==> config.mk <==
export PLATFORM = sky130hd
export DESIGN_NAME = interrupt_controller
export DESIGN_NICKNAME = d
export VERILOG_FILES = /design/src/rtl/interrupt_controller.sv
export SDC_FILE = /design/constraint.sdc
export NUM_CORES = 1
export LEC_CHECK = 0
export ABC_AREA = 1
export CAP_MARGIN = 10
export CELL_PAD_IN_SITES_DETAIL_PLACEMENT = 1
export CELL_PAD_IN_SITES_GLOBAL_PLACEMENT = 2
export CORE_MARGIN = 2
export CORE_UTILIZATION = 26
export CTS_BUF_LIST = sky130_fd_sc_hd__clkbuf_2
export DETAILED_ROUTE_END_ITERATION = 16
export PLACE_DENSITY = 0.82
export SETUP_SLACK_MARGIN = 0.4
export SKIP_CTS_REPAIR_TIMING = 1
export SLEW_MARGIN = 25
export SYNTH_ARGS = -nofsm -noshare
export SYNTH_HDL_FRONTEND = slang
export SYNTH_SLANG_ARGS = --single-unit
==> constraint.sdc <==
create_clock -name clk -period 3.2 [get_ports clk]
set_input_delay 0.64 -clock clk [delete_from_list [all_inputs] [get_ports clk]]
set_output_delay 0.64 -clock clk [all_outputs]
set_load 0.02 [all_outputs]
==> src/rtl/interrupt_controller.sv <==
// interrupt_controller
//   Sequences interrupt entry and RTI return for the pipelined processor.
//   On a rising edge of int_req it drains the pipeline and pushes PC[31:16],
//   PC[15:0] and the CCR flags onto the stack. It then issues a one-cycle
//   redirect to vector_pc. On RTI it drains again, pops the three words in
//   reverse order and pulses pc_restore / flags_restore.
//
// Ports
//   clk, reset        rising-edge clock, asynchronous active-high reset
//   int_req           external interrupt request (level, rising edge = new request)
//   rti_req           one-cycle pulse from decode when RTI is decoded
//   resume_pc         PC of the next unexecuted instruction, sampled on interrupt entry
//   cur_flags         CCR flags, sampled together with resume_pc
//   mem_rdata         data-memory read data, valid in the same cycle as mem_read
//   stall, flush      pipeline freeze / flush controls
//   interrupt         one-cycle pulse: fetch PC mux selects vector_pc
//   vector_pc         ISR entry address (VECTOR_ADDR)
//   int_mem_sel       memory-stage mux: 00 pipeline, 01 PC hi, 10 PC lo, 11 flags
//   push_data         word written during a push cycle
//   mem_write, dec_sp push strobe and stack-pointer decrement
//   mem_read, inc_sp  pop strobe and stack-pointer increment
//   pc_restore        one-cycle pulse: fetch PC mux loads restored_pc
//   restored_pc       popped PC
//   flags_restore     one-cycle pulse: CCR loads restored_flags
//   restored_flags    popped flags
//   in_isr            high from vector issue until RTI completes
module interrupt_controller #(
  parameter int unsigned FLUSH_CYCLES = 3,
  parameter logic [31:0] VECTOR_ADDR  = 32'h0000_0000
) (
  input  logic        clk,
  input  logic        reset,
  input  logic        int_req,
  input  logic        rti_req,
  input  logic [31:0] resume_pc,
  input  logic [3:0]  cur_flags,
  input  logic [15:0] mem_rdata,
  output logic        stall,
  output logic        flush,
  output logic        interrupt,
  output logic [31:0] vector_pc,
  output logic [1:0]  int_mem_sel,
  output logic [15:0] push_data,
  output logic        mem_write,
  output logic        mem_read,
  output logic        dec_sp,
  output logic        inc_sp,
  output logic        pc_restore,
  output logic [31:0] restored_pc,
  output logic        flags_restore,
  output logic [3:0]  restored_flags,
  output logic        in_isr
);

  localparam logic [3:0] IDLE    = 4'd0;
  localparam logic [3:0] I_DRAIN = 4'd1;
  localparam logic [3:0] PUSH_HI = 4'd2;
  localparam logic [3:0] PUSH_LO = 4'd3;
  localparam logic [3:0] PUSH_FL = 4'd4;
  localparam logic [3:0] VECTOR  = 4'd5;
  localparam logic [3:0] R_DRAIN = 4'd6;
  localparam logic [3:0] POP_FL  = 4'd7;
  localparam logic [3:0] POP_LO  = 4'd8;
  localparam logic [3:0] POP_HI  = 4'd9;
  localparam logic [3:0] RESTORE = 4'd10;

  localparam int unsigned   CW       = (FLUSH_CYCLES > 1) ? $clog2(FLUSH_CYCLES) : 1;
  localparam logic [CW-1:0] CNT_LAST = CW'(FLUSH_CYCLES - 1);

  logic [3:0]    state;
  logic [3:0]    state_next;
  logic [CW-1:0] cnt;
  logic          int_req_q;
  logic          pending;
  logic          int_rise;
  logic          take_rti;
  logic          take_int;
  logic [31:0]   saved_pc;
  logic [3:0]    saved_flags;

  assign int_rise  = int_req & ~int_req_q;
  // RTI has priority; a request edge seen in the same IDLE cycle is acted on
  // immediately so the edge-detect cycle is also the decision cycle.
  assign take_rti  = (state == IDLE) & rti_req & in_isr;
  assign take_int  = (state == IDLE) & ~take_rti & ~in_isr & (pending | int_rise);
  assign vector_pc = VECTOR_ADDR;

  always_comb begin
    state_next = state;
    case (state)
      IDLE: begin
        if (take_rti)      state_next = R_DRAIN;
        else if (take_int) state_next = I_DRAIN;
      end
      I_DRAIN: if (cnt == CNT_LAST) state_next = PUSH_HI;
      PUSH_HI: state_next = PUSH_LO;
      PUSH_LO: state_next = PUSH_FL;
      PUSH_FL: state_next = VECTOR;
      VECTOR:  state_next = IDLE;
      R_DRAIN: if (cnt == CNT_LAST) state_next = POP_FL;
      POP_FL:  state_next = POP_LO;
      POP_LO:  state_next = POP_HI;
      POP_HI:  state_next = RESTORE;
      RESTORE: state_next = IDLE;
      default: state_next = IDLE;
    endcase
  end

  always_ff @(posedge clk or posedge reset) begin
    if (reset) begin
      state          <= IDLE;
      cnt            <= '0;
      int_req_q      <= 1'b0;
      pending        <= 1'b0;
      in_isr         <= 1'b0;
      saved_pc       <= '0;
      saved_flags    <= '0;
      restored_pc    <= '0;
      restored_flags <= '0;
    end else begin
      state     <= state_next;
      int_req_q <= int_req;

      // Clearing on entry wins over a simultaneous edge: that edge is the one
      // being serviced.
      if (take_int)      pending <= 1'b0;
      else if (int_rise) pending <= 1'b1;

      if (state != state_next)                        cnt <= '0;
      else if (state == I_DRAIN || state == R_DRAIN)  cnt <= cnt + 1'b1;

      case (state)
        IDLE: begin
          if (take_int) begin
            saved_pc    <= resume_pc;
            saved_flags <= cur_flags;
          end
        end
        VECTOR:  in_isr <= 1'b1;
        POP_FL:  restored_flags <= mem_rdata[3:0];
        POP_LO:  restored_pc[15:0] <= mem_rdata;
        POP_HI:  restored_pc[31:16] <= mem_rdata;
        RESTORE: in_isr <= 1'b0;
        default: ;
      endcase
    end
  end

  always_comb begin
    stall         = 1'b0;
    flush         = 1'b0;
    interrupt     = 1'b0;
    int_mem_sel   = 2'b00;
    push_data     = '0;
    mem_write     = 1'b0;
    mem_read      = 1'b0;
    dec_sp        = 1'b0;
    inc_sp        = 1'b0;
    pc_restore    = 1'b0;
    flags_restore = 1'b0;
    case (state)
      I_DRAIN, R_DRAIN: begin
        stall = 1'b1;
        flush = 1'b1;
      end
      PUSH_HI: begin
        stall       = 1'b1;
        mem_write   = 1'b1;
        dec_sp      = 1'b1;
        int_mem_sel = 2'b01;
        push_data   = saved_pc[31:16];
      end
      PUSH_LO: begin
        stall       = 1'b1;
        mem_write   = 1'b1;
        dec_sp      = 1'b1;
        int_mem_sel = 2'b10;
        push_data   = saved_pc[15:0];
      end
      PUSH_FL: begin
        stall       = 1'b1;
        mem_write   = 1'b1;
        dec_sp      = 1'b1;
        int_mem_sel = 2'b11;
        push_data   = {12'b0, saved_flags};
      end
      VECTOR: interrupt = 1'b1;
      POP_FL: begin
        stall       = 1'b1;
        mem_read    = 1'b1;
        inc_sp      = 1'b1;
        int_mem_sel = 2'b11;
      end
      POP_LO: begin
        stall       = 1'b1;
        mem_read    = 1'b1;
        inc_sp      = 1'b1;
        int_mem_sel = 2'b10;
      end
      POP_HI: begin
        stall       = 1'b1;
        mem_read    = 1'b1;
        inc_sp      = 1'b1;
        int_mem_sel = 2'b01;
      end
      RESTORE: begin
        pc_restore    = 1'b1;
        flags_restore = 1'b1;
      end
      default: ;
    endcase
  end

endmodule

==> qor.yml, run 1 <==
layout-drive-gt1-share_pct: 15.5
clk_latency_ps: 590
start_util_pct: 26.4
synth_area_sq_um: 3810
crit_path_end_kind: "output port"
relSlewSlack_pct: 55.7
synth.yosys.seq_area_share_pct: 53.2
post_drt_wl_per_cell_um: 14.7
post_dp_cell_area_sq_um: 5070
crit_path_start: "state[0]"
cp-start-kind: "flop"
yosys.area.top_type: "dfrtp_1"
drt_iter0_markers: 98
fin_total_pwr_mw: 5.08
tightest_slew_ps: 664
ys_warn_count: 0
synth_top_area_share_pct: 53.2
ys_types: 27
grt_pass1_vias: 3350
critPathRequiredTime_ps: 2560
fillCellCount: 1691
p_per_area_nw_per_um2: 964
cap_viol_max_count: 0
rsz0062_at_grt: "true"
ff2ff_path_depth: 13
crit_type: "reg2out"
outcome: "completed"
finalNetCount: 593
max_freq_mhz: 370
vias_per_cell: 4.28
ioPinCount: 152
synth_seq_cells: 81
cts_buffers: 9
rr_endpoint: "cnt[1]"
netlist_top_cells_area: "dfrtp_1 (53%), buf_4 (6.9%), nand2_1 (6.5%), o21ai_0 (6.4%), inv_1 (5.3%)"
worstHoldPathType: "in2async"
core-area_sq_um: 14400
cts_max_level: 3
netlist_instances: 415
wl_um: 10700
num_rows: 44
dr.pass1.iters: 4
final_area_sq_um: 5280
ctsLongestPathBuffers: 2
setup_tns_ps: 0
finalCritPeriodShare_pct: 84.6
sw_frac_of_total_pct: 43.5
arrival_ps: 2070
clk_pin_slew_ps: 240
period_minus_slack_ps: 2710
worstPathMaxFanout: 19
avgSynthCellArea_sq_um: 9.19
setup_violations: 0
hold_viol: 0
cts_tree: "done"
final.setup_skew_ps: 20.8
antenna_cells: 0
p_leak_nw: 2.82
die_w_um: 125
grt_pass1_wl_um: 17000
fp.dieH_um: 125
portBuffers: 119
grt_max_degree: 55
gp_congestion: 0.781
grt_usage_pct: 13.7
cts_num_sinks: 81
route.detailed.drc: 0
pwr-share-comb_pct: 53.0
postLayoutCoreUtil_pct: 36.6
antenna_found_initial: 0
p_sw_mw: 2.21
rrSetupSlack_ps: 1360
die_area_sq_um: 15600
worstReg2RegStart: "state[0]"
slew_viol_final: 0
vdd_drop_max_mv: 0.484
seqPwrFrac_pct: 35.1
p_int_mw: 2.88
cts-root-buf: "clkbuf_2"
hpwl_um: 7670
area_growth_pct: 38.4
overflow: 0
ant_nets: 0
clock_power_share_pct: 11.9
via_count: 3104
-- synth_stat cells --
master / count
nand3_1: 25
nor4_1: 1
o21bai_1: 1
o21ai_0: 49
buf_6: 3
mux2_4: 4
buf_2: 4
ha_1: 1
conb_1: 1
nand4_1: 2
nor2_2: 3
inv_2: 3
nor2_4: 1
nand2_2: 3
xor2_1: 1
a21oi_1: 10
dfrtp_1: 81
mux2_2: 15
clkbuf_1: 8
buf_1: 1
nand2_1: 66
nor2_1: 29
o211ai_1: 4
a21oi_2: 9
inv_1: 54
buf_4: 35
o22ai_1: 1
-- cell families (layout without fill, tap and decap cells) --
family | after synthesis | in the layout | synth area share (%)
xor+xnor | 1 | 1 | 0.230
other cells | 1 | 32 | 0.0984
fa+ha+maj | 1 | 1 | 0.328
flops | 81 | 81 | 53.2
buf+inv | 108 | 203 | 14.8
simple gates | 130 | 130 | 14.4
compound gates | 74 | 74 | 11.0
mux | 19 | 19 | 6.01
-- flip-flops by register name, indices dropped and copies added (netlist names) --
signal,count
int_req_q,1
restored_flags,4
restored_pc,32
saved_flags,4
pending,1
saved_pc,32
cnt,2
in_isr,1
state,4
-- worst max-delay path, stage by stage (launching register included) --
cell,delay (ps)
dfrtp_2,420
buf_4,140
nand2_1,70
inv_1,120
nand2_4,170
o211ai_1,280
dlymetal6s2s_1,270
-- per-stage QoR --
| stage | cells | setup WS [ps] | hold slack [ps] |
|---|---|---|---|
| 3_5_place_dp | 704 | 533 | 472 |
| 6_report | 725 | 494 | 402 |
| 4_1_cts | 720 | -196 | 370 |
| 3_3_place_gp | 704 | 648 | 467 |
| 2_1_floorplan | 446 | 480 | 477 |
| 5_1_grt | 725 | 325 | 383 |
-- per-layer routing --
metal  wire (um)  vias up  GRT usage, %
met5           0        -             0
met4         203        0          5.62
met3         703       16          5.65
met2        5270       85          23.1
met1        4470     1508          15.5
li1            -     1495             -
-- placed cells by master, fill, tap and decap left out --
cell / Yosys / layout
o21ai_0: 49 / 48
a21oi_1: 10 / 10
clkdlybuf4s50_1: 0 / 92
o21ai_1: 0 / 1
nor2_1: 29 / 28
bufinv_16: 0 / 1
nand4_1: 2 / 2
o22ai_1: 1 / 1
inv_2: 3 / 4
inv_1: 54 / 52
nand3_1: 25 / 25
o21bai_1: 1 / 1
clkbuf_2: 0 / 19
mux2_4: 4 / 4
nand2_1: 66 / 65
dfrtp_1: 81 / 77
nand2_4: 0 / 1
a21oi_2: 9 / 9
mux2_2: 15 / 15
dlymetal6s2s_1: 0 / 17
inv_8: 0 / 1
nand2_2: 3 / 3
buf_12: 0 / 3
clkinv_4: 0 / 3
nor2_4: 1 / 3
conb_1: 1 / 32
clkinv_2: 0 / 1
dfrtp_2: 0 / 4
o211ai_1: 4 / 4
nor2_2: 3 / 2
inv_6: 0 / 2
nor4_2: 0 / 1
xor2_1: 1 / 1
buf_4: 35 / 8
ha_1: 1 / 1
-- power groups by stage --
| stage | combinational (mW) | clock (mW) | sequential [mW] |
|---|---|---|---|
| 2_1_floorplan | 1.27 | 0 | 2.05 |
| 3_3_place_gp | 2.65 | 0 | 1.79 |
| 3_5_place_dp | 2.72 | 0 | 1.81 |
| 4_1_cts | 2.73 | 0.640 | 1.79 |
| 5_1_grt | 2.94 | 0.688 | 1.85 |
| 6_report | 2.69 | 0.606 | 1.79 |
-- final cells by class --
cell class                      count  area [sq um]  area share (%)
Clock inverter                      7          85.1            1.61
Multi-Input combinational cell    257          1360            25.9
Timing Repair Buffer              130          1300            24.7
Clock buffer                        9          45.0           0.854
Tap cell                          184           230            4.36
Inverter                           57           215            4.08
Sequential cell                    81          2030            38.5
-- how the worst max path moves through the flow --
stage | to | slack (ps) | depth (start not counted)
after floorplan | cnt[0] | 480 | 1
after global placement | push_data[0] | 650 | 7
after detailed placement | push_data[0] | 530 | 7
after CTS | push_data[3] | -200 | 7
after global routing | stall | 330 | 7
final | push_data[0] | 490 | 6
(Power assumes the default switching activity.)
==> run 2, diff against run 1 <==
==> constraint.sdc (replaced) <==
create_clock -name clk -period 2.6 [get_ports clk]
set_input_delay 0.52 -clock clk [delete_from_list [all_inputs] [get_ports clk]]
set_output_delay 0.52 -clock clk [all_outputs]
set_load 0.02 [all_outputs]
==> run 2 against run 1 <==
Against the previous run: sequential share of layout area fell by 1.8 points; first-iteration DRC count fell by 16%; critical path depth did not move; utilization rose by 1.8 points; design area rose by 4.9%; via count rose by 2.9%; global-route usage fell by 0.37 points; die area did not move; worst hold slack got worse by 17 ps; final cell count rose by 2.3%; sequential power rose by 23%; largest power group unchanged.
==> qor.yml, run 2 (same netlist as run 1, synthesis figures left out) <==
fillCellCount: 1667  # -1.4%
p_sw_mw: 2.91  # +32%
fp.dieH_um: 125  # unchanged
layout.cells.most_common: "clkdlybuf4s50_1"
p_leak_nw: 2.70  # -4.3%
die_w_um: 125  # unchanged
max_freq_mhz: 416
pwr-share-comb_pct: 56.7  # +3.7 points
sw_frac_of_total_pct: 42.8  # -0.68 points
crit_type: "reg2out"
area_growth_pct: 45.1
critPathTopFamily: "buffers and inverters"
cts_buffers: 9  # unchanged
critPathMaxStageDelay_ps: 480  # +60 ps
finalCritPeriodShare_pct: 92.5
core-area_sq_um: 14400  # unchanged
clk_pin_slew_ps: 220  # -20 ps
worstHoldPathType: "in2async"
finalNetCount: 610  # +2.9%
setup_violations: 0  # unchanged
reg_top3: "restored_pc: 32 flops, saved_pc: 32 flops"
fin_total_pwr_mw: 6.81  # +34%
p_per_area_nw_per_um2: 1230  # +28%
grt_pass1_vias: 3238  # -3.3%
arrival_ps: 1890  # -180 ps
gp_congestion: 0.822  # +5.2%
layout-drive-gt1-share_pct: 24.2  # +8.7 points
ant_nets: 0  # unchanged
antenna_found_initial: 0  # unchanged
post_drt_wl_per_cell_um: 14.9  # +1.6%
crit_path_end_kind: "output port"
portBuffers: 119  # unchanged
grt_max_degree: 82  # +49%
clock_power_share_pct: 11.0  # -0.9 points
slew_viol_final: 0  # unchanged
overflow: 0  # unchanged
cts-root-buf: "clkbuf_2"
rsz0062_at_grt: "true"
die_area_sq_um: 15600  # unchanged
path_cells: "buf_6, nor2_4, buf_8, nand3_1, o211ai_1, buf_4"
route.detailed.drc: 0  # unchanged
clk_latency_ps: 540  # -50 ps
vias_per_cell: 4.31  # +0.57%
ioPinCount: 152  # unchanged
cts_num_sinks: 81  # unchanged
cp-start-kind: "flop"
via_count: 3195  # +2.9%
path_buf_inv: 3  # unchanged
dp_cells: 709  # +0.71%
antenna_cells: 0  # unchanged
dr.pass1.iters: 4  # unchanged
outcome: "completed"
cap_viol_max_count: 0  # unchanged
cts_tree: "done"
period_minus_slack_ps: 2410
final.setup_skew_ps: 32.0  # +11.1 ps
p_int_mw: 3.89  # +35%
ctsLongestPathBuffers: 2  # unchanged
holdWs_ps: 384  # -17.4 ps
vdd_drop_max_mv: 0.461  # -4.7%
cts_max_level: 3  # unchanged
worstPathMaxFanout: 15  # -4
wl_um: 11100  # +4.0%
drt_iter0_markers: 82  # -16%
slowest_stage: "dfrtp_2"
hold_viol: 0  # unchanged
start_util_pct: 26.4  # unchanged
grt_usage_pct: 13.4  # -0.37 points
num_rows: 44  # unchanged
critPathRequiredTime_ps: 2080  # -480 ps
grt_pass1_wl_um: 16700  # -1.7%
final_cells: 742  # +2.3%
seqPwrFrac_pct: 32.3  # -2.8 points
final_cell_mix: "clkdlybuf4s50_1 (90), dfrtp_1 (77), nand2_1 (59), inv_1 (47), o21ai_0 (45)"
hpwl_um: 7710  # +0.53%
-- run 2: cell count changes in the layout (fill, tap and decap cells not counted), moves of 5 or more --
cell / delta
buf_2: +10
buf_4: +14
buf_6: +17
clkbuf_2: -7
dlymetal6s2s_1: -15
inv_1: -5
nand2_1: -6
-- run 2: metal layers --
metal / part of all wire [%] / GRT usage (%) / vias up / routed length [um]
met3: 5.1 / 4.28 / 12 / 569
met5: 0 / 0 / - / 0
met1: 41 / 16.0 / 1585 / 4520
li1: - / - / 1524 / -
met2: 53 / 22.7 / 74 / 5840
met4: 1.3 / 4.77 / 0 / 140
-- run 2: area by class of cell --
| type | instances | area [sq um] | share of cell area [%] |
|---|---|---|---|
| Clock buffer | 10 | 50.0 | 0.905 |
| Clock inverter | 6 | 82.6 | 1.49 |
| Inverter | 57 | 230 | 4.16 |
| Multi-Input combinational cell | 258 | 1510 | 27.4 |
| Sequential cell | 81 | 2030 | 36.7 |
| Tap cell | 184 | 230 | 4.16 |
| Timing Repair Buffer | 146 | 1390 | 25.2 |
-- run 2: worst min-delay path, stage by stage --
cell	delay (ps)
clkdlybuf4s50_1	440
clkinvlp_4	90
buf_12	310
-- run 2: metrics by stage --
| step | TNS [ps] | worst slack [ps] | area [sq um] | utilization, % |
|---|---|---|---|---|
| 3_5_place_dp | 0 | 165 | 5100 | 35.4 |
| 6_report | 0 | 194 | 5530 | 38.4 |
| 3_3_place_gp | 0 | 252 | 5100 | 35.4 |
| 2_1_floorplan | 0 | 486 | 3930 | - |
| 4_1_cts | -10610 | -491 | 5230 | 36.3 |
| 5_1_grt | 0 | 55.6 | 5530 | 38.4 |
-- run 2: worst paths after layout --
path	slack (ps)	cells past startpoint	startpoint	endpoint
setup / recovery	190	6	state[0]	push_data[1]
hold / removal	380	3	reset	restored_pc[14]
setup reg to reg	570	11	state[3]	cnt[1]
hold reg to reg	520	2	restored_pc[19]	restored_pc[19]
max in group asynchronous	1790	3	reset	state[2]
min in group clk	420	1	int_req	int_req_q
-- run 2: power groups by stage --
| stage | Sequential, mW | Clock (mW) | Combinational, mW |
|---|---|---|---|
| 2_1_floorplan | 2.52 | 0 | 1.56 |
| 3_3_place_gp | 2.20 | 0 | 3.32 |
| 3_5_place_dp | 2.22 | 0 | 3.40 |
| 4_1_cts | 2.20 | 0.784 | 3.41 |
| 5_1_grt | 2.28 | 0.832 | 4.16 |
| 6_report | 2.20 | 0.751 | 3.86 |
==> run 3, diff against run 2 <==
--- a/config.mk
+++ b/config.mk
@@ -6,6 +6,7 @@
 export NUM_CORES = 1
 export LEC_CHECK = 0
 export ABC_AREA = 1
+export ABC_CLOCK_PERIOD_IN_PS = 2600
 export CAP_MARGIN = 10
 export CELL_PAD_IN_SITES_DETAIL_PLACEMENT = 1
 export CELL_PAD_IN_SITES_GLOBAL_PLACEMENT = 2
@@ -15,7 +16,6 @@
 export DETAILED_ROUTE_END_ITERATION = 16
 export PLACE_DENSITY = 0.82
 export SETUP_SLACK_MARGIN = 0.4
-export SKIP_CTS_REPAIR_TIMING = 1
 export SLEW_MARGIN = 25
 export SYNTH_ARGS = -nofsm -noshare
 export SYNTH_HDL_FRONTEND = slang
==> run 3 against run 2 <==
Against the previous run: total power increased by 5.0%; die area did not move; clock power about the same; global-route usage rose by 1.4 points; via count grew 2.5%; critical endpoint is now stall; largest cell class unchanged; largest power group unchanged.
==> qor.yml, run 3 (same netlist as run 1, synthesis figures left out) <==
outcome: "completed"
dr.pass1.iters: 4  # unchanged
ant_nets: 0  # unchanged
die_area_sq_um: 15600  # unchanged
crit_type: "reg2out"
critPathRequiredTime_ps: 2080  # about the same
area_growth_pct: 50.9
cts_max_level: 3  # unchanged
hpwl_um: 7710  # unchanged
p_leak_nw: 2.80  # +3.8%
cts_tree: "done"
reg_top3: "restored_pc: 32 flops, saved_pc: 32 flops"
ctsLongestPathBuffers: 2  # unchanged
finalCritPeriodShare_pct: 94.6  # +2.0 points
dp_slack_ps: 165  # unchanged
post_drt_wl_per_cell_um: 15.7  # +5.3%
setup_violations: 0  # unchanged
period_minus_slack_ps: 2460  # +52.8 ps
via_count: 3274  # +2.5%
portBuffers: 119  # unchanged
grt_usage_pct: 14.8  # +1.4 points
ioPinCount: 152  # unchanged
antenna_cells: 0  # unchanged
cts-root-buf: "clkbuf_2"
finalNetCount: 620  # +1.6%
rsz0062_at_grt: "true"
die_w_um: 125  # unchanged
grt_pass1_wl_um: 18300  # +9.2%
drt_iter0_markers: 115  # +40%
gp_congestion: 0.822  # unchanged
wl_um: 11800  # +6.7%
route.detailed.drc: 0  # unchanged
vdd_drop_max_mv: 0.461  # about the same
core-area_sq_um: 14400  # unchanged
fillCellCount: 1656  # -0.66%
final_area_sq_um: 5750  # +4.0%
fp.dieH_um: 125  # unchanged
arrival_ps: 1940  # +50 ps
cts_buffers: 9  # unchanged
hold_viol: 0  # unchanged
final_cell_mix: "clkdlybuf4s50_1 (90), dfrtp_1 (77), nand2_1 (60), inv_1 (48), o21ai_0 (38)"
post_dp_cell_area_sq_um: 5100  # unchanged
p_per_area_nw_per_um2: 1240  # +0.93%
layout.cells.most_common: "clkdlybuf4s50_1"
num_rows: 44  # unchanged
max_freq_mhz: 407  # -2.1%
antenna_found_initial: 0  # unchanged
worstPathMaxFanout: 4  # -11
fin_ws_ps: 141  # -52.8 ps
cts_num_sinks: 81  # unchanged
cap_viol_max_count: 0  # unchanged
grt_pass1_vias: 3406  # +5.2%
worstHoldPathType: "in2async"
fin_total_pwr_mw: 7.15  # +5.0%
dp_cells: 709  # unchanged
start_util_pct: 26.4  # unchanged
crit_path_end_kind: "output port"
final_cells: 752  # +1.3%
setup_tns_ps: 0  # unchanged
overflow: 0  # unchanged
slew_viol_final: 0  # unchanged
grt_max_degree: 82  # unchanged
clk_latency_ps: 540  # about the same
clk_pin_slew_ps: 210  # about the same
vias_per_cell: 4.35  # +1.1%
cp-start-kind: "flop"
final.setup_skew_ps: 28.4  # -3.64 ps
layout-drive-gt1-share_pct: 26.6  # +2.4 points
run 3: report_power, final:
part	switching [mW]	leakage, nW	total, mW	internal [mW]
sequential	0.347	0.938	2.22	1.87
combinational	2.23	1.79	4.18	1.95
clock	0.438	0.0732	0.753	0.315
run 3: path summary, 6_finish.rpt:
kind	from	end	slack, ps	depth (start not counted)
setup / recovery	state[3]	stall	140	7
hold / removal	reset	restored_pc[14]	410	3
setup reg to reg	state[3]	cnt[1]	510	13
hold reg to reg	restored_pc[19]	restored_pc[19]	520	2
max in group asynchronous	reset	state[2]	1800	3
min in group clk	int_req	int_req_q	420	1
run 3: per-stage QoR:
| stage | hold slack, ps | util, % |
|---|---|---|
| 5_1_grt | 379 | 39.9 |
| 3_3_place_gp | 470 | 35.4 |
| 4_1_cts | 352 | 38.3 |
| 2_1_floorplan | 477 | - |
| 3_5_place_dp | 474 | 35.4 |
| 6_report | 407 | 39.9 |
run 3: layout make-up:
class                           instances  area (sq um)  area share [%]
Sequential cell                        81          2030            35.3
Inverter                               57           225            3.91
Clock buffer                           10          50.0           0.870
Clock inverter                          6          82.6            1.44
Tap cell                              184           230            4.00
Multi-Input combinational cell        257          1510            26.3
Timing Repair Buffer                  157          1620            28.2
run 3: metal layers:
layer  vias to the layer above  wire length (um)  global-route usage (%)
li1                       1547                 -                       -
met3                        19               688                    4.66
met2                        89              6100                    25.1
met1                      1619              4780                    17.4
met5                         -                 0                       0
met4                         0               253                    5.75
run 3: repair_timing:
action,CTS,global route
pin swaps,6,9
gates resized for setup,208,33
cloned,2,1
hold buffers,0,0
setup endpoints to repair,27,31
buffers inserted,16,8
run 3: critical path, stage by stage, from the launching register on:
cell	delay [ps]
dfrtp_2	470
nor2_4	60
buf_12	130
buf_6	120
buf_6	120
a21oi_4	180
nand4_1	150
buf_6	160
